[src/rtl/present_encrypt_ctrl.sv]
// Sequencing controller for an iterative PRESENT-80 core: accepts one plaintext/key
// pair, starts the core, captures its ciphertext after ROUNDS edges, and holds it for the consumer.
module present_encrypt_ctrl #(
  parameter int ROUNDS = 31
) (
  input  logic        clk,
  input  logic        rst,
  input  logic        in_valid,
  output logic        in_ready,
  input  logic [63:0] in_ptext,
  input  logic [79:0] in_key,
  output logic        out_valid,
  input  logic        out_ready,
  output logic [63:0] out_ctext,
  output logic [63:0] core_idat,
  output logic [79:0] core_key,
  output logic        core_load,
  input  logic [63:0] core_odat,
  input  logic        core_done,
  output logic        busy,
  output logic        err,
  output logic [15:0] blk_cnt
);

  typedef enum logic [1:0] {
    IDLE = 2'd0,
    LOAD = 2'd1,
    RUN  = 2'd2,
    HOLD = 2'd3
  } state_t;

  localparam logic [4:0] ROUNDS_C = 5'(ROUNDS);

  state_t      state_r;
  state_t      state_s;
  logic        accept_s;
  logic        capture_s;
  logic        release_s;
  logic [4:0]  rnd_r;
  logic [63:0] pt_r;
  logic [79:0] key_r;
  logic [63:0] ctext_r;
  logic        ovalid_r;
  logic        err_r;
  logic [15:0] blk_r;
  logic        in_ready_r;
  logic        busy_r;
  logic        load_r;

  // Handshake qualifiers and next-state decode.
  always_comb begin
    state_s   = state_r;
    accept_s  = (state_r == IDLE) && in_valid;
    capture_s = (state_r == RUN) && (rnd_r == ROUNDS_C);
    release_s = (state_r == HOLD) && out_ready;
    case (state_r)
      IDLE: begin
        if (accept_s) state_s = LOAD;
        else          state_s = IDLE;
      end
      LOAD: state_s = RUN;
      RUN: begin
        if (capture_s) state_s = HOLD;
        else           state_s = RUN;
      end
      HOLD: begin
        if (release_s) state_s = IDLE;
        else           state_s = HOLD;
      end
      default: state_s = IDLE;
    endcase
  end

  // State register plus status flags decoded from the next state so they never glitch.
  always_ff @(posedge clk or posedge rst) begin
    if (rst) begin
      state_r    <= IDLE;
      in_ready_r <= 1'b1;
      busy_r     <= 1'b0;
      load_r     <= 1'b0;
    end else begin
      state_r    <= state_s;
      in_ready_r <= (state_s == IDLE);
      busy_r     <= (state_s != IDLE);
      load_r     <= (state_s == LOAD);
    end
  end

  // Pair registers feed the core and only change when a new pair is taken.
  always_ff @(posedge clk or posedge rst) begin
    if (rst) begin
      pt_r  <= 64'd0;
      key_r <= 80'd0;
    end else if (accept_s) begin
      pt_r  <= in_ptext;
      key_r <= in_key;
    end else begin
      pt_r  <= pt_r;
      key_r <= key_r;
    end
  end

  // Round counter starts at 1 on the load edge; at ROUNDS=31 it wraps to 0 with the core's own counter.
  always_ff @(posedge clk or posedge rst) begin
    if (rst) begin
      rnd_r <= 5'd0;
    end else if (state_r == LOAD) begin
      rnd_r <= 5'd1;
    end else if (state_r == RUN) begin
      rnd_r <= rnd_r + 5'd1;
    end else begin
      rnd_r <= rnd_r;
    end
  end

  // Result capture, output handshake, block counter and sticky error.
  always_ff @(posedge clk or posedge rst) begin
    if (rst) begin
      ctext_r  <= 64'd0;
      ovalid_r <= 1'b0;
      blk_r    <= 16'd0;
      err_r    <= 1'b0;
    end else if (capture_s) begin
      ctext_r  <= core_odat;
      ovalid_r <= 1'b1;
      blk_r    <= blk_r + 16'd1;
      err_r    <= err_r | ~core_done;
    end else if (release_s) begin
      ctext_r  <= ctext_r;
      ovalid_r <= 1'b0;
      blk_r    <= blk_r;
      err_r    <= err_r;
    end else begin
      ctext_r  <= ctext_r;
      ovalid_r <= ovalid_r;
      blk_r    <= blk_r;
      err_r    <= err_r;
    end
  end

  assign in_ready  = in_ready_r;
  assign busy      = busy_r;
  assign core_load = load_r;
  assign core_idat = pt_r;
  assign core_key  = key_r;
  assign out_valid = ovalid_r;
  assign out_ctext = ctext_r;
  assign err       = err_r;
  assign blk_cnt   = blk_r;

endmodule

[config.mk]
export PLATFORM = sky130hd
export DESIGN_NAME = present_encrypt_ctrl
export DESIGN_NICKNAME = d
export VERILOG_FILES = /design/src/rtl/present_encrypt_ctrl.sv
export SDC_FILE = /design/constraint.sdc
export NUM_CORES = 1
export LEC_CHECK = 0
export BUFFER_PORTS_ARGS = -buffer_cell sky130_fd_sc_hd__buf_2
export CAP_MARGIN = 20
export CORE_AREA = 2 2 172 174
export CTS_CLUSTER_DIAMETER = 120
export DETAILED_ROUTE_END_ITERATION = 8
export DIE_AREA = 0 0 174 176
export PLACE_DENSITY = 0.69
export SETUP_SLACK_MARGIN = 0.15
export SLEW_MARGIN = 20
export SYNTH_ARGS = -nofsm -noshare
export SYNTH_HDL_FRONTEND = slang
export SYNTH_SLANG_ARGS = --single-unit
[constraint.sdc]
create_clock -name clk -period 19 [get_ports clk]
set_clock_uncertainty 0.2 [all_clocks]
set_input_delay 1.9 -clock clk [delete_from_list [all_inputs] [get_ports clk]]
set_output_delay 1.9 -clock clk [all_outputs]
set_load 0.005 [all_outputs]
* After elaboration in Yosys (flattened, before gate mapping) *
Index checks and enable logic that the tools add are counted.

storage, ports and cells
  register bits = 236
  bits of input ports = 213

operators by class
  $add $sub $neg = 2
  equality and inequality tests = 5
  mux-type cells = 8
  bitwise operators = 2
  reductions and logical operators = 8

operator list
  kind                                                                   number
  16-bit by 1-bit adder with 16-bit output, second input constant        1
  5-bit two-way mux                                                      2
  2-bit one-hot mux with 4 select lines                                  1
  2-bit nonzero test                                                     3
  5-bit by 1-bit adder with 5-bit output, second input constant          1
  5-bit equality test, second input constant                             1
  2-bit by 1-bit equality test with 1-bit output, second input constant  2
  2-bit equality test, second input constant                             2
  2-bit zero test                                                        2
  1-bit two-way mux                                                      4
  1-bit logical AND                                                      3
  2-bit two-way mux                                                      1
  1-bit NOT                                                              1
  1-bit bitwise OR                                                       1

* Depth between registers and ports, before layout *
Gate-level depths: netlist of the first run.

  depth after elaboration = 5
  mapped depth = 9
  depth with buffers taken out = 7

* Worst setup path before layout of the first run *
OpenSTA, ideal clock, no wires.

  kind = input port to flip-flop
  start = in in_valid
  end = reg key_r[0] (netlist: core_key[0])
  arrival time = 2.774 ns
  path slack = 15.901 ns
  stages on the path = 4
  buffers on the path = 2
  cells stage by stage = nand2_1 > buf_2 > buf_4 > mux2_2

between the ends
  cells in the longest elaborated chain, start to end = 1

ends and longest elaborated chain
  what                  RTL line  source
  from (decl)           8         input logic in_valid,
  1-bit logical AND     53        accept_s = (state_r == IDLE) && in_valid;
  to (signal assigned)  96        key_r <= in_key;
  to (signal assigned)  99        key_r <= key_r;
  to (decl)             41        logic [79:0] key_r;

No other way between the ends.
A chain may end at the register's enable or synchronous reset.

* Worst setup path in the final report of the first run *
  start = in in_valid
  end = reg pt_r[30] (netlist: core_idat[30])

between the ends
  cells in the longest elaborated chain, start to end = 1

ends and longest elaborated chain
  what                  RTL line  source
  1-bit logical AND     53
  to (signal assigned)  95        pt_r <= in_ptext;
  to (signal assigned)  98        pt_r <= pt_r;
  to (decl)             40        logic [63:0] pt_r;

No other way between the ends.

==> results of run 1 <==
-- placed cells by master, fill, tap and decap left out, drive strengths merged, types with 2 or more instances in the layout --
master,count
dfrtp,235
nand3,4
nor2,4
mux2,209
xnor2,10
nand2,18
and3,3
nor3,3
a21oi,2
inv,6
nor2b,3
buf,445
nand4,4
o21ai,7
ha,8
xor2,5
nor4,2
clkbuf,41
bufinv,3
-- path summary, 6_finish.rpt --
| check | from | endpoint | slack (ns) | cells past startpoint |
|---|---|---|---|---|
| min | err | err | 0.28 | 1 |
| max reg2reg | state_r[1] | core_idat[30] | 15.76 | 5 |
| max | in_valid | core_idat[30] | 15.13 | 4 |
| min reg2reg | err | err | 0.28 | 1 |
| max in group asynchronous | rst | core_key[37] | 15.94 | 3 |
| min in group asynchronous | rst | core_idat[49] | 1.30 | 2 |
-- per-layer routing --
layer  wire length, um  part of all wire (%)  GRT usage, %  vias to the layer above
li1                  -                     -             -                     2830
met2             11120                    49         24.49                      293
met5                 0                     0             0                        -
met1              9057                    40         17.20                     2998
met3              1925                   8.5         4.242                       38
met4               568                   2.5         4.342                        0
-- power groups by stage --
stage	clock [uW]	combinational (uW)	sequential (uW)
after floorplan	0	254	782
after global placement	0	513	768
after detailed placement	0	525	773
after CTS	522	526	767
after global routing	543	564	790
final	506	514	766
-- stage by stage --
stage          instance area (um2)  setup slack (ns)
2_1_floorplan                 8969             10.43
3_3_place_gp                 11550             14.55
3_5_place_dp                 11550             14.55
4_1_cts                      12410             15.12
5_1_grt                      12410             14.96
6_report                     12410             15.13
-- state kept, by name, summed over array words and instances (netlist names) --
name       cells
core_idat     64
rnd_r          5
out_ctext     64
out_valid      1
blk_cnt       16
state_r        2
err            1
busy           1
in_ready       1
core_key      80
core_load      1
-- critical path, cell delays in order --
cell,delay (ns)
sky130_fd_sc_hd__buf_2,0.12
sky130_fd_sc_hd__nand2_4,0.68
sky130_fd_sc_hd__buf_4,0.89
sky130_fd_sc_hd__mux2_2,0.42
-- kinds of logic after synthesis --
group	count (synthesis)	share of synthesized area [%]
XOR/XNOR	15	1.465
flip-flops	236	65.86
AO/OA/AOI/OAI	11	0.6557
AND/OR/NAND/NOR	44	2.748
buffers and inverters	28	1.911
adder cells (fa/ha/maj)	8	1.116
multiplexers	209	26.24
-- area by class of cell --
cell class                 instances  area (um2)  share of cell area, %
clock inverter                     6       111.4                 0.8974
sequential                       236        5907                  47.60
timing repair buffer             445        2237                  18.03
clock buffer                      41       748.2                  6.029
inverter                           5       26.28                 0.2117
tap                              384       480.5                  3.872
multi-input combinational        287        2899                  23.36
==> metrics list, run 1 <==
* Max Buffers Root-to-Sink: 3
* Main synth FF type: sky130_fd_sc_hd__dfrtp_1
* Horizontal extent of the die: 174 um
- Clock insertion delay at the later pin of the skew report: 0.52 ns
- In this run the vertical extent of the chip is 176 um.
- After layout, the design draws a total of 1786 uW.
- Synth top area share: 65.57%
- In the final design database the tool counted 1,222 nets.
- The repair_antennas step left the layout with diodes totalling 0.
* Total setup buffers inserted after CTS: 0
* Area delta synth->final: 38.36%
- The floorplan step defined a die boundary enclosing 30,620 um2.
* Combinational Power Share: 28.8%
- The tightest min-delay check is of the register to register type.
- Counting tap cells, the placed design contains a total of 1,357 instances.
* Cell Count, Final, Fillers Out: 1,404
- Mean instance size in the synthesized netlist: 16.28 um2
- Most repeated cell in the gate-level netlist after synthesis: sky130_fd_sc_hd__dfrtp_1
* Setup crit start kind: input port
- The post-route netlist has 68.33% of its cells at a drive strength greater than 1.
- Setup repair after global routing left no endpoint under its margin.
* Number of levels the H-tree was split into: 1
* Post-CTS resize count: 0
* Final setup violating endpoints: 0
* WP data arrival: 4.07 ns
- Slew at the pin with the worst max-slew slack: 0.9758 ns
- Type of destination of the critical path: register
- Warning count from the yosys run: 0
- Initial antenna violation count: 0
* Max-slew violation count: 0
- Max-cap violations: 0
- DRC viols: 0
- Pin count of the biggest net entering global routing: 97
- After floorplanning, the core was divided into 62 placement rows.
* Fill count: 2,688
* Power per unit of standard cell area: 143.9 nW/um2
- After clock tree synthesis, the clock-pin slew on the worst setup and hold paths is 0.06 ns.
* Share of total power consumed by net switching: 28.02%
- Via count of the first global-routing pass: 6,443
- Dividing the detail-routed wire length by the instance count gives 16.15 um.
- Minimum period implied by the final worst setup slack: 3.873 ns
- Once detail routing completed, the nets flagged for antenna violations numbered 0.
- Internal power component: 1286 uW
* Ranking of synthesized cells by area: sky130_fd_sc_hd__dfrtp_1, sky130_fd_sc_hd__mux2_2, sky130_fd_sc_hd__ha_1
- Top post-synthesis cells by count: sky130_fd_sc_hd__dfrtp_1, sky130_fd_sc_hd__mux2_2, sky130_fd_sc_hd__nand2_1
* Core outline area: 28,550 um2
- For this design the top-level I/O count stands at 442.
- The largest total area in the synthesized netlist belongs to sky130_fd_sc_hd__dfrtp_1.
- TritonCTS created 26 clock buffers.
- Sequential group share of total power: 42.9%
* Total gr overflow: 0
* Clk network pwr share: 28.3%
* Yosys cell types: 29
* Critical Path RT: 19.20 ns
- The cell area that synthesis handed to floorplanning was 8969 um2.
* Static leakage power: 0.006089 uW
- Count of buffers from port buffering: 441
- Initial Util: 31.42%
* Fraction of registers with async set/reset: 100.0%
- Cts hold-fix bufs: 0
- HPWL after detailed placement: 16,840 um
- The first global-routing pass estimated 34,860 um of wire.
* Global-route usage over all layers: 14.21%
- In this run the clock root is driven by a sky130_fd_sc_hd__clkbuf_16.
- The congestion estimate from routability-driven global placement came to 0.7670.
- Syn Nets: 772
- Count of endpoints failing hold in the final timing report: 0
- Number of iterations in the first detailed-routing pass: 4
- Cell count after synthesis: 551
- Setup_tns: 0 ns
- CTS tree: built
- Sequential cells were found to cover 65.86% of the synthesized design area.
- The analysis attributes to net switching a power of 500.4 uW.
- Vias per std cell: 4.387
- Status: completed
* Max Fclk: 258.2 MHz
- Of all nets on the critical path, the largest fanout is 79.
* Clock sink total: 236
* Routed via count: 6,159
- Detailed Route Iter0 Violations: 254
- The tightest hold path in the finished design has a slack of 0.2754 ns.
- Final core utilization: 43.47%
- In this run, synthesis produced a sequential element count of 236.
- Share of the clock period used by the worst path after layout: 20.38%
* Count of flip-flops with a built-in enable after synthesis: 0
- After detailed routing, the total wire length is 22,670 um.
- The worst setup path is of the input port to register kind.
- Relative slew slack: 34.95%
* Worst-case vdd ir drop: 0.1001 mV
Power figures use the tool's default switching activity.
==> inputs of run 2 (changes only) <==
--- a/config.mk
+++ b/config.mk
@@ -11,7 +11,7 @@
 export CTS_CLUSTER_DIAMETER = 120
 export DETAILED_ROUTE_END_ITERATION = 8
 export DIE_AREA = 0 0 174 176
-export PLACE_DENSITY = 0.69
+export PLACE_DENSITY = 0.71
 export SETUP_SLACK_MARGIN = 0.15
 export SLEW_MARGIN = 20
 export SYNTH_ARGS = -nofsm -noshare
==> constraint.sdc (replaced) <==
create_clock -name clk -period 3.3 [get_ports clk]
set_clock_uncertainty 0.2 [all_clocks]
set_input_delay 0.33 -clock clk [delete_from_list [all_inputs] [get_ports clk]]
set_output_delay 0.33 -clock clk [all_outputs]
set_load 0.005 [all_outputs]
==> metrics list, run 2 (synthesis gave the netlist of run 1 again) <==
* Final setup violating endpoints: 0
* Worst Setup Slack, final: 0.6600 ns
- Via count of the first global-routing pass: 7,804
- The analysis attributes to cell leakage a power of 0.007047 uW.
- In this run the core area contains 62 standard-cell rows.
- Placed Instances: 1,367
- For this configuration, the core starts out at a cell density of 31.42%.
* Worst-case vdd ir drop: 0.5137 mV
* Critical path peak fanout: 35
- The post-route netlist has 57.18% of its cells at a drive strength greater than 1.
- Count of buffers from port buffering: 441
- Status: completed
* Most common cell after layout, fill and taps aside: sky130_fd_sc_hd__buf_2
- Number of iterations in the first detailed-routing pass: 4
- Relative to the synthesized area, the layout overhead comes to 63.67%.
- Hold timing on the final database bottoms out at a slack of 0.2664 ns.
- Clock sink total: 236
- Clock insertion delay at the later pin of the skew report: 0.51 ns
- Unrepaired setup endpoints after global routing: no
- STA classifies the critical path startpoint as a register.
- Fill count: 2,342
- Once layout is complete, the cells apart from fillers number 1,625.
- The path class of the tightest hold or removal check is register to register.
- The worst pin sits at a relative slew slack of 44.76%.
- Global-route usage over all layers: 17.31%
- The register with the most flip-flops in the layout has 80 of them.
- Setup_tns: 0 ns
- The region available for standard cell placement spans 28,550 um2.
- Number of levels the H-tree was split into: 1
- The die covers 30,620 um2.
- Max Fclk: 378.8 MHz
- Traced cell by cell, the critical path runs through ha_1 -> and3_1 -> ha_1 -> and2_2 -> buf_12 -> mux2_2.
- Minimum period implied by the final worst setup slack: 2.640 ns
- STA puts the critical path data required time at 3.49 ns.
* First-pass GRT wire length: 42,570 um
- Once detail routing completed, the nets flagged for antenna violations numbered 0.
* Max-slew violation count: 0
- Max Buffers Root-to-Sink: 3
* WP data arrival: 2.83 ns
- Kind of critical path: register to register
* Detailed Route Iter0 Violations: 195
* Delay-heaviest family, CP: simple AND/OR/NAND/NOR gates
- Most used cell along the critical path: sky130_fd_sc_hd__ha_1
- The initial antenna violation count was 0.
- Max-cap violations in this run came to 0.
* Root buffer cell: sky130_fd_sc_hd__clkbuf_16
- After clock tree synthesis, the clock-pin slew on the worst setup and hold paths is 0.06 ns.
- Pre-CTS setup slack: 0.6608 ns
* Cell type of the slowest stage on the worst timing path: sky130_fd_sc_hd__and2_2
- Counting both buffers and inverters, the worst setup path holds a total of 1.
* Pin count of the biggest net entering global routing: 57
* Top Ports: 442
- Type of destination of the critical path: register
- The final hold violation count came to 0.
* Total gr overflow: 0
- In the layout the commonest cells are sky130_fd_sc_hd__buf_2, sky130_fd_sc_hd__dfrtp_1, sky130_fd_sc_hd__dlygate4sd3_1.
- Share of the clock period used by the worst path after layout: 80.00%
- The final route contains 7,205 vias.
- Die height: 176 um
- After detailed routing, the number of remaining DRC violations is 0.
- TritonCTS built the clock tree.
- Slew at the pin with the worst max-slew slack: 0.8286 ns
- Delay of the slowest cell on the worst path: 0.69 ns
- At the end of the flow, the number of nets in the layout was 1,443.
- Counting the buffers created by CTS gives 26.
- Horizontal extent of the die: 174 um
- Power spread over the standard cell area amounts to 724.0 nW/um2.
* Routed length per instance: 16.89 um
* Vias per std cell: 4.434
- Summed over all nets, the half-perimeter wirelength after detailed placement is 17,210 um.
- Post-detailed-routing wire length: 27,450 um
* Routability Congestion: 0.7657
-- run 2: cell count changes in the layout (fill, tap and decap cells not counted), sizes merged --
cell	delta
buf	+10
bufinv	-2
clkbuf	+1
clkinvlp	+1
diode	+1
dlygate4sd3	+211
inv	-1
-- run 2: layout make-up --
cell class / count / area [um2] / share of cell area (%)
Clock inverter: 4 / 51.30 / 0.3495
Inverter: 5 / 22.52 / 0.1534
Clock buffer: 42 / 792.0 / 5.395
Antenna cell: 1 / 2.502 / 0.01705
Tap cell: 384 / 480.5 / 3.273
Timing Repair Buffer: 666 / 4524 / 30.82
Sequential cell: 236 / 5907 / 40.24
Multi-Input combinational cell: 287 / 2899 / 19.75
-- run 2: metrics by stage --
step / utilization [%] / area [um2] / power (uW)
6_report: 51.42 / 14680 / 10630
2_1_floorplan: - / 8972 / 5967
5_1_grt: 51.41 / 14680 / 11220
3_3_place_gp: 41.06 / 11720 / 7434
3_5_place_dp: 41.06 / 11720 / 7550
4_1_cts: 51.41 / 14680 / 10650
-- run 2: timing repair --
action | in CTS | in global routing
gates resized for setup | 0 | 0
hold buffers | 211 | 0
setup buffers | 0 | 0
hold endpoints to repair | 235 | 0
-- run 2: routing by layer --
layer	wire length [um]	up-vias	track usage, %	part of all wire, %
met2	14470	327	31.86	53
met3	2128	59	4.845	7.8
li1	-	3269	-	-
met4	980	0	6.408	3.6
met1	9874	3550	19.01	36
met5	0	-	0	0
-- run 2: power by group --
group / internal [uW] / total [uW] / switching (uW)
combinational: 1930 / 3320 / 1390
clock: 1710 / 2850 / 1140
sequential: 3910 / 4450 / 543
total: 7560 / 10600 / 3070
-- run 2: worst register-to-register path: cells and delay by family (launching register included) --
kind	cells	cell delay [ns]
flops	1	0.39
mux	1	0.40
buf+inv	1	0.31
simple gates	2	0.85
fa+ha+maj	2	0.37
-- run 2: path summary, 6_finish.rpt --
path,to,start,slack [ns],depth (start not counted)
setup / recovery,out_ctext[15],rnd_r[0],0.66,6
hold / removal,blk_cnt[15],blk_cnt[15],0.27,1
setup reg to reg,out_ctext[15],rnd_r[0],0.66,6
hold reg to reg,blk_cnt[15],blk_cnt[15],0.27,1
max in group asynchronous,out_ctext[37],rst,1.74,4
min in group asynchronous,out_ctext[31],rst,0.32,3
